--- src/rtl/pipeline_stall_controller_if.sv ---
// Handshake bundle between the pipeline control sources (hazard unit, EXE, MEM SRAM port)
// and the stall/flush sequencer.
interface pipeline_stall_controller_if #(
    parameter int CNT_W = 32
);
    logic             hazard;
    logic             branch_taken;
    logic             mem_req;
    logic             mem_ready;
    logic             cnt_clr;
    logic             freeze_pc;
    logic             freeze_if_id;
    logic             bubble_id_exe;
    logic             flush_if_id;
    logic             flush_id_exe;
    logic             pc_sel_branch;
    logic             freeze_back;
    logic             mem_timeout;
    logic [CNT_W-1:0] stall_cnt;
    logic [CNT_W-1:0] flush_cnt;
    logic [CNT_W-1:0] mem_wait_cnt;

    modport master (
        output hazard, branch_taken, mem_req, mem_ready, cnt_clr,
        input  freeze_pc, freeze_if_id, bubble_id_exe, flush_if_id, flush_id_exe,
               pc_sel_branch, freeze_back, mem_timeout, stall_cnt, flush_cnt, mem_wait_cnt
    );

    modport slave (
        input  hazard, branch_taken, mem_req, mem_ready, cnt_clr,
        output freeze_pc, freeze_if_id, bubble_id_exe, flush_if_id, flush_id_exe,
               pc_sel_branch, freeze_back, mem_timeout, stall_cnt, flush_cnt, mem_wait_cnt
    );
endinterface

--- src/rtl/pipeline_stall_controller.sv ---
// Stall/flush sequencer for the 5-stage pipeline: arbitrates memory stalls, taken branches and
// RAW hazards, times out stuck SRAM accesses and keeps saturating performance counters.
module pipeline_stall_controller #(
    parameter int MEM_TIMEOUT = 255,
    parameter int CNT_W       = 32
) (
    input logic                          clk,
    input logic                          rst,
    pipeline_stall_controller_if.slave   bus
);
    localparam int WC_W = $clog2(MEM_TIMEOUT + 1);
    localparam logic [WC_W-1:0] WAIT_LAST = WC_W'(MEM_TIMEOUT - 1);

    typedef enum logic [1:0] {RUN, MEM_WAIT, ERR} state_e;

    state_e           state_q, state_d;
    logic [WC_W-1:0]  wait_cnt_q, wait_cnt_d;
    logic [CNT_W-1:0] stall_cnt_q, stall_cnt_d;
    logic [CNT_W-1:0] flush_cnt_q, flush_cnt_d;
    logic [CNT_W-1:0] mem_wait_cnt_q, mem_wait_cnt_d;

    logic mstall;
    logic inc_stall, inc_flush, inc_wait;

    function automatic logic [CNT_W-1:0] sat_inc(input logic [CNT_W-1:0] v, input logic en);
        return (en && (v != '1)) ? v + CNT_W'(1) : v;
    endfunction

    assign mstall = bus.mem_req & ~bus.mem_ready;

    always_comb begin
        // NOTE: every signal written here gets a default first, so no path can infer a latch.
        state_d            = state_q;
        wait_cnt_d         = wait_cnt_q;
        inc_stall          = 1'b0;
        inc_flush          = 1'b0;
        inc_wait           = 1'b0;
        bus.freeze_pc      = 1'b0;
        bus.freeze_if_id   = 1'b0;
        bus.bubble_id_exe  = 1'b0;
        bus.flush_if_id    = 1'b0;
        bus.flush_id_exe   = 1'b0;
        bus.pc_sel_branch  = 1'b0;
        bus.freeze_back    = 1'b0;
        bus.mem_timeout    = 1'b0;

        if (state_q == ERR) begin
            bus.freeze_pc    = 1'b1;
            bus.freeze_if_id = 1'b1;
            bus.freeze_back  = 1'b1;
            bus.mem_timeout  = 1'b1;
        end else if (mstall) begin
            // Branch/hazard are deferred: the frozen stages re-present them after release.
            bus.freeze_pc    = 1'b1;
            bus.freeze_if_id = 1'b1;
            bus.freeze_back  = 1'b1;
            inc_wait         = 1'b1;
            if (state_q == RUN) begin
                state_d    = MEM_WAIT;
                wait_cnt_d = WC_W'(1);
            end else if (wait_cnt_q == WAIT_LAST) begin
                state_d = ERR;
            end else begin
                wait_cnt_d = wait_cnt_q + WC_W'(1);
            end
        end else begin
            state_d    = RUN;
            wait_cnt_d = '0;
            if (bus.branch_taken) begin
                bus.flush_if_id   = 1'b1;
                bus.flush_id_exe  = 1'b1;
                bus.pc_sel_branch = 1'b1;
                inc_flush         = 1'b1;
            end else if (bus.hazard) begin
                bus.freeze_pc     = 1'b1;
                bus.freeze_if_id  = 1'b1;
                bus.bubble_id_exe = 1'b1;
                inc_stall         = 1'b1;
            end
        end

        // Reset silences the pipeline controls in the same cycle, whatever state we are in.
        if (rst) begin
            bus.freeze_pc     = 1'b0;
            bus.freeze_if_id  = 1'b0;
            bus.bubble_id_exe = 1'b0;
            bus.flush_if_id   = 1'b0;
            bus.flush_id_exe  = 1'b0;
            bus.pc_sel_branch = 1'b0;
            bus.freeze_back   = 1'b0;
            bus.mem_timeout   = 1'b0;
        end

        if (bus.cnt_clr) begin
            stall_cnt_d    = '0;
            flush_cnt_d    = '0;
            mem_wait_cnt_d = '0;
        end else begin
            stall_cnt_d    = sat_inc(stall_cnt_q, inc_stall);
            flush_cnt_d    = sat_inc(flush_cnt_q, inc_flush);
            mem_wait_cnt_d = sat_inc(mem_wait_cnt_q, inc_wait);
        end
    end

    // NOTE: sequential state uses non-blocking assignments so all flops update from pre-edge values.
    always_ff @(posedge clk) begin
        if (rst) begin
            state_q        <= RUN;
            wait_cnt_q     <= '0;
            stall_cnt_q    <= '0;
            flush_cnt_q    <= '0;
            mem_wait_cnt_q <= '0;
        end else begin
            state_q        <= state_d;
            wait_cnt_q     <= wait_cnt_d;
            stall_cnt_q    <= stall_cnt_d;
            flush_cnt_q    <= flush_cnt_d;
            mem_wait_cnt_q <= mem_wait_cnt_d;
        end
    end

    assign bus.stall_cnt    = stall_cnt_q;
    assign bus.flush_cnt    = flush_cnt_q;
    assign bus.mem_wait_cnt = mem_wait_cnt_q;
endmodule

--- src/flat_wrapper.sv ---
// flat-port wrapper written by rule: the top's interface ports become plain ports
module pipeline_stall_controller_flat 
#(
    parameter int MEM_TIMEOUT = 255,
    parameter int CNT_W       = 32
)
  (clk, rst, bus_hazard, bus_branch_taken, bus_mem_req, bus_mem_ready, bus_cnt_clr, bus_freeze_pc, bus_freeze_if_id, bus_bubble_id_exe, bus_flush_if_id, bus_flush_id_exe, bus_pc_sel_branch, bus_freeze_back, bus_mem_timeout, bus_stall_cnt, bus_flush_cnt, bus_mem_wait_cnt);
  pipeline_stall_controller_if #(.CNT_W(CNT_W)) bus_i ();
  input logic clk;
  input logic rst;
  input wire logic [$bits(bus_i.hazard)-1:0] bus_hazard;
  input wire logic [$bits(bus_i.branch_taken)-1:0] bus_branch_taken;
  input wire logic [$bits(bus_i.mem_req)-1:0] bus_mem_req;
  input wire logic [$bits(bus_i.mem_ready)-1:0] bus_mem_ready;
  input wire logic [$bits(bus_i.cnt_clr)-1:0] bus_cnt_clr;
  output wire logic [$bits(bus_i.freeze_pc)-1:0] bus_freeze_pc;
  output wire logic [$bits(bus_i.freeze_if_id)-1:0] bus_freeze_if_id;
  output wire logic [$bits(bus_i.bubble_id_exe)-1:0] bus_bubble_id_exe;
  output wire logic [$bits(bus_i.flush_if_id)-1:0] bus_flush_if_id;
  output wire logic [$bits(bus_i.flush_id_exe)-1:0] bus_flush_id_exe;
  output wire logic [$bits(bus_i.pc_sel_branch)-1:0] bus_pc_sel_branch;
  output wire logic [$bits(bus_i.freeze_back)-1:0] bus_freeze_back;
  output wire logic [$bits(bus_i.mem_timeout)-1:0] bus_mem_timeout;
  output wire logic [$bits(bus_i.stall_cnt)-1:0] bus_stall_cnt;
  output wire logic [$bits(bus_i.flush_cnt)-1:0] bus_flush_cnt;
  output wire logic [$bits(bus_i.mem_wait_cnt)-1:0] bus_mem_wait_cnt;
  assign bus_i.hazard = bus_hazard;
  assign bus_i.branch_taken = bus_branch_taken;
  assign bus_i.mem_req = bus_mem_req;
  assign bus_i.mem_ready = bus_mem_ready;
  assign bus_i.cnt_clr = bus_cnt_clr;
  assign bus_freeze_pc = bus_i.freeze_pc;
  assign bus_freeze_if_id = bus_i.freeze_if_id;
  assign bus_bubble_id_exe = bus_i.bubble_id_exe;
  assign bus_flush_if_id = bus_i.flush_if_id;
  assign bus_flush_id_exe = bus_i.flush_id_exe;
  assign bus_pc_sel_branch = bus_i.pc_sel_branch;
  assign bus_freeze_back = bus_i.freeze_back;
  assign bus_mem_timeout = bus_i.mem_timeout;
  assign bus_stall_cnt = bus_i.stall_cnt;
  assign bus_flush_cnt = bus_i.flush_cnt;
  assign bus_mem_wait_cnt = bus_i.mem_wait_cnt;
  pipeline_stall_controller #(.MEM_TIMEOUT(MEM_TIMEOUT), .CNT_W(CNT_W)) u_core (.clk(clk), .rst(rst), .bus(bus_i));
endmodule
--- config.mk ---
export PLATFORM = sky130hd
export DESIGN_NAME = pipeline_stall_controller_flat
export DESIGN_NICKNAME = d
export VERILOG_FILES = /design/src/rtl/pipeline_stall_controller_if.sv /design/src/rtl/pipeline_stall_controller.sv /design/src/flat_wrapper.sv
export SDC_FILE = /design/constraint.sdc
export NUM_CORES = 1
export LEC_CHECK = 0
export ABC_AREA = 0
export BUFFER_PORTS_ARGS = -buffer_cell sky130_fd_sc_hd__buf_2
export CORE_ASPECT_RATIO = 0.6
export CORE_MARGIN = 1
export CORE_UTILIZATION = 60
export DETAILED_ROUTE_END_ITERATION = 16
export HOLD_SLACK_MARGIN = 0.12
export PLACE_DENSITY_LB_ADDON = 0.25
export SETUP_SLACK_MARGIN = 0.5
export SYNTH_ARGS = -nofsm -noshare
export SYNTH_HDL_FRONTEND = slang
export SYNTH_SLANG_ARGS = --single-unit
--- constraint.sdc ---
create_clock -name clk -period 3.4 [get_ports clk]
set_input_delay 0.17 -clock clk [delete_from_list [all_inputs] [get_ports clk]]
set_output_delay 0.17 -clock clk [all_outputs]
set_load 0.005 [all_outputs]
Word-level counts from Yosys, hierarchy flattened
Index checks and enable logic that the tools add are counted.

storage, ports and cells
  register bits after elaboration = 106
  latch bits = 0
  RAM bits = 0
  memory bits (read-only) = 0
  bits of input ports = 7
  output and inout bits = 104
  word-level logic and storage cells = 50
  memories = 0

cells by class
  add/subtract/negate cells = 4
  multiply operators = 0
  divide/modulo/power cells = 0
  magnitude comparators = 0
  eq/ne operators = 7
  shift operators = 0
  multiplexer cells = 24
  bitwise logic cells = 3
  reductions and logical operators = 7

operator list
  operator               number
  $add 32x1->32 const B  3
  $ne 32x32->1 const B   3
  $mux 8                 3
  $mux 1                 18
  $add 8x1->8 const B    1
  $eq 8x8->1 const B     1
  $mux 2                 3
  $ne 3x3->1 const B     2
  $reduce_and 2->1       2
  $logic_and 1x1->1      3
  $eq 2x2->1 const B     1
  $logic_not 2->1        1
  $not 1->1              2
  $reduce_or 2->1        1
  $and 1x1->1            1

Longest topological paths before layout
  depth in word-level cells = 5
  mapped depth = 8
  depth with buffers taken out = 6

Least setup slack after synthesis
OpenSTA, ideal clock, no wires.

  path type = register -> register
  start = register u_core.stall_cnt_q[12], in the netlist u_core.bus.stall_cnt[12]
  end = register u_core.stall_cnt_q[28], in the netlist u_core.bus.stall_cnt[28]
  setup time = 0.071 ns
  arrival = 2.104 ns
  path slack = 1.225 ns
  stages on the path, launching flop included = 6
  path buffers = 0
  path through = dfxtp_1 nand4_2 or4_4 or3_4 or4_1 a21oi_1

between the ends
  longest elaborated chain between the ends = 2
  elaborated cells between the ends (all ways) = 3
  those cells by class = 1 x add/sub; 1 x eq/ne; 1 x reduce/logical

ends and longest elaborated chain
  item                                                   RTL line                          source
  from (decl)                                            pipeline_stall_controller.sv:18   logic [CNT_W-1:0] stall_cnt_q, stall_cnt_d;
  from (signal assigned)                                 pipeline_stall_controller.sv:116  stall_cnt_q <= stall_cnt_d;
  branches (longest 2 deep; another with $add 32x1->32)  -

Parallel ways; which one is timed is not known.
A chain may end at the register's enable or synchronous reset.

Worst setup path in the final report
  start = register u_core.stall_cnt_q[13], in the netlist u_core.bus.stall_cnt[13]
  end = register u_core.stall_cnt_q[2], in the netlist u_core.bus.stall_cnt[2]

between the ends
  longest elaborated chain between the ends = 2

ends and longest elaborated chain
  item               RTL line                         source
  $ne 32x32->1       pipeline_stall_controller.sv:26  return (en && (v != '1)) ? v + CNT_W'(1) : v;
  $logic_and 1x1->1  pipeline_stall_controller.sv:26

Every way passes these cells.

==> impl_metrics.py <==
metrics = {
    "logic_synthesis": {
        "synth-seq-cells": 106,
        "syn_nets": 699,
        "synth.mux.area_fraction_pct": 2.35,
        "ys.flop_type": "dfxtp_1",
        "yosysWarningCount": 0,
        "synth_xor_area_share_pct": 0.951,
        "synth_edf_count": 0,
        "syn_area_per_cell_um2": 8.05,
        "synth_cell_type_count": 52,
        "synth_simple_gate_area_share_pct": 34.0,
        "synthAdderAreaFrac_pct": 1.13,
        "synth_top_family_by_area": "simple AND/OR/NAND/NOR gates",
        "synthArstFlopShare_pct": 0,
        "netlist_instances": 687,
        "synth_area_um2": 5530,
        "ys_seq_area_share_pct": 38.4,
        "synth_compound_area_share_pct": 19.5,
    },
    "grt": {
        "grt.total_usage_pct": 33.5,
        "grt_pass1_vias": 5307,
        "overflow": 0,
        "antenna_found_initial": 0,
        "grt_max_degree": 52,
        "grt_pass1_wl_um": 26100,
    },
    "clock_tree": {
        "clock_sinks": 106,
        "hold_buffers": 0,
        "cts_htree_levels": 3,
        "cts_setup_buffers": 0,
        "cts_made_buffers": 9,
        "clk_path_buf_depth": 2,
        "root_buffer": "clkbuf_16",
        "cts.clk_slew.worst_paths_ps": 70,
        "cts_tree": "yes",
        "postCtsResizedCells": 0,
        "clkLatencyLatePin_ps": 350,
    },
    "timing": {
        "fin_crit_ps": 2580,
        "fin_skew_ps": 6.08,
        "fin_setup_tns_ps": 0,
        "finalSetupViolCount": 0,
        "tightest_slew_ps": 1030,
        "max_slew_margin_pct": 31.5,
        "fmax_ghz": 0.387,
        "hold_viol": 0,
        "fin_crit_sh_pct": 76.0,
        "fin_hold_ws_ps": 233,
        "rsz0062_at_grt": "false",
        "drv_slew": 0,
    },
    "placed_design": {
        "gp_congestion": 0.980,
        "portBuffers": 110,
        "dp.cells": 879,
        "dp_hpwl_um": 11300,
        "dpl_cell_area_um2": 6120,
    },
    "critical_path": {
        "crit_type": "reg2reg",
        "cp.required_ps": 3640,
        "worst-path-buf-inv": 1,
        "crit_family": "simple AND/OR/NAND/NOR gates",
        "timing.rr.start": "u_core.bus.stall_cnt[13]",
        "reg2reg_depth": 6,
        "reg2reg_to": "u_core.bus.stall_cnt[2]",
        "worstPathArrival_ps": 2820,
        "cp-start-kind": "flop",
        "crit_chain": "nand4_2, or4_4, o31ai_2, buf_4, nor4_1, o21bai_1",
        "cp_max_fo": 13,
        "crit_slowest_cell": "o31ai_2",
        "r2r_slack_ps": 820,
        "end_kind": "flop",
        "cpPeakStageDelay_ps": 700,
    },
    "drt": {
        "wl_per_cell_um": 17.8,
        "vias": 6048,
        "viasPerCell": 6.77,
        "drt-initial-drc-count": 627,
        "drc": 0,
        "drtPass1Iterations": 6,
        "final_antenna_net_count": 0,
        "wl_um": 15900,
    },
    "run": {
        "cap_violations": 0,
    },
    "cells_and_area": {
        "finalNonFillerCells": 893,
        "regArea_um2": 2120,
        "post-route-util_pct": 73.2,
        "final_design_area_no_fill_um2": 6380,
        "layout_common_cells": "buf_2 (110), dfxtp_1 (106), nand2_1 (75)",
        "fillerInstances": 706,
        "layout_commonest_cell": "buf_2",
        "final_nets": 790,
        "drive_above_1_share_pct": 18.8,
        "multiInputGateArea_um2": 3210,
        "syn2layout_area_growth_pct": 15.5,
        "antenna_cells": 0,
    },
    "pwr": {
        "power_density_nw_per_um2": 359,
        "p_leak_nw": 2.24,
        "ir_drop_mv": 0.339,
    },
    "floorplanning": {
        "dieWidth_um": 126,
        "ios": 111,
        "die_y_um": 76.4,
        "start_util_pct": 63.4,
        "core_um2": 8720,
        "row_count": 26,
        "die_area_um2": 9610,
    },
    "hold_path": {
        "hold_end": "u_core.wait_cnt_q[0]",
        "hold_path_depth": 4,
        "min_from": "bus_mem_ready",
        "worstHoldPathType": "in2reg",
    },
    "outcome": {
        "outcome": "complete, no violations",
    },
}
==> per-layer routing <==
metal / global-route usage [%] / wire, um / vias to the layer above
li1: - / - / 2829
met1: 46.4 / 7140 / 2866
met2: 51.8 / 6960 / 318
met3: 8.92 / 1540 / 35
met4: 8.55 / 292 / 0
met5: 0 / 0 / -
==> power by group <==
part           internal, mW  switching [mW]
Sequential             1.24         0.00421
Clock                 0.504           0.451
Combinational        0.0246          0.0631
Total                  1.77           0.518
==> cells in the mapped netlist, types with 13 or more instances <==
cell type,number,share of area [%]
clkbuf_1,30,2.0
nand3_1,38,3.4
and3_1,13,1.5
o31ai_1,27,3.7
nand2_1,75,5.1
or4_1,31,4.2
nor2_1,30,2.0
o21ai_0,39,3.5
nand4_1,30,3.4
dfxtp_1,106,38
nor4_1,20,2.3
mux2i_1,13,2.4
or3_1,52,5.9
a21oi_1,66,6.0
==> area by class of cell <==
| cell class | count | area share (%) |
|---|---|---|
| Clock buffer | 10 | 3.74 |
| Clock inverter | 4 | 0.314 |
| Inverter | 8 | 0.470 |
| Multi-Input combinational cell | 533 | 50.2 |
| Sequential cell | 106 | 33.2 |
| Tap cell | 112 | 2.20 |
| Timing Repair Buffer | 120 | 9.80 |
==> sequential cells by signal, indices dropped and copies added (netlist names) <==
name,flops
u_core.bus.stall_cnt,32
u_core.bus.mem_wait_cnt,32
u_core.wait_cnt_q,8
u_core.state_q,2
u_core.bus.flush_cnt,32
==> worst max-delay path by stage <==
stage                                 from                     endpoint  slack, ps  cells after the start
6_report          u_core.bus.stall_cnt[13]      u_core.bus.stall_cnt[2]        820                      6
2_1_floorplan     u_core.bus.stall_cnt[12]     u_core.bus.stall_cnt[28]       1230                      5
4_1_cts            u_core.bus.stall_cnt[7]      u_core.bus.stall_cnt[2]        900                      6
3_5_place_dp       u_core.bus.stall_cnt[7]      u_core.bus.stall_cnt[2]        930                      6
3_3_place_gp      u_core.bus.stall_cnt[12]      u_core.bus.stall_cnt[0]       1040                      6
5_1_grt        u_core.bus.mem_wait_cnt[24]  u_core.bus.mem_wait_cnt[31]        680                      6
==> tightest hold or removal path, delay by kind of cell <==
family | cells | cell delay, ps
buf+inv | 1 | 80
compound gates | 1 | 150
simple gates | 2 | 130
==> cells by family (layout without fill, tap and decap cells) <==
logic type,after synthesis,count (layout)
fa+ha+maj,5,5
flops,106,106
simple gates,335,335
compound gates,174,174
buf+inv,48,142
xor+xnor,6,6
mux,13,13
==> through the flow <==
stage,setup slack [ps],power (mW)
6_report,818,2.29
5_1_grt,679,2.35
3_5_place_dp,926,1.36
4_1_cts,896,2.29
2_1_floorplan,1230,1.33
3_3_place_gp,1040,1.36
Note: power is estimated with default switching activity, not from simulation.
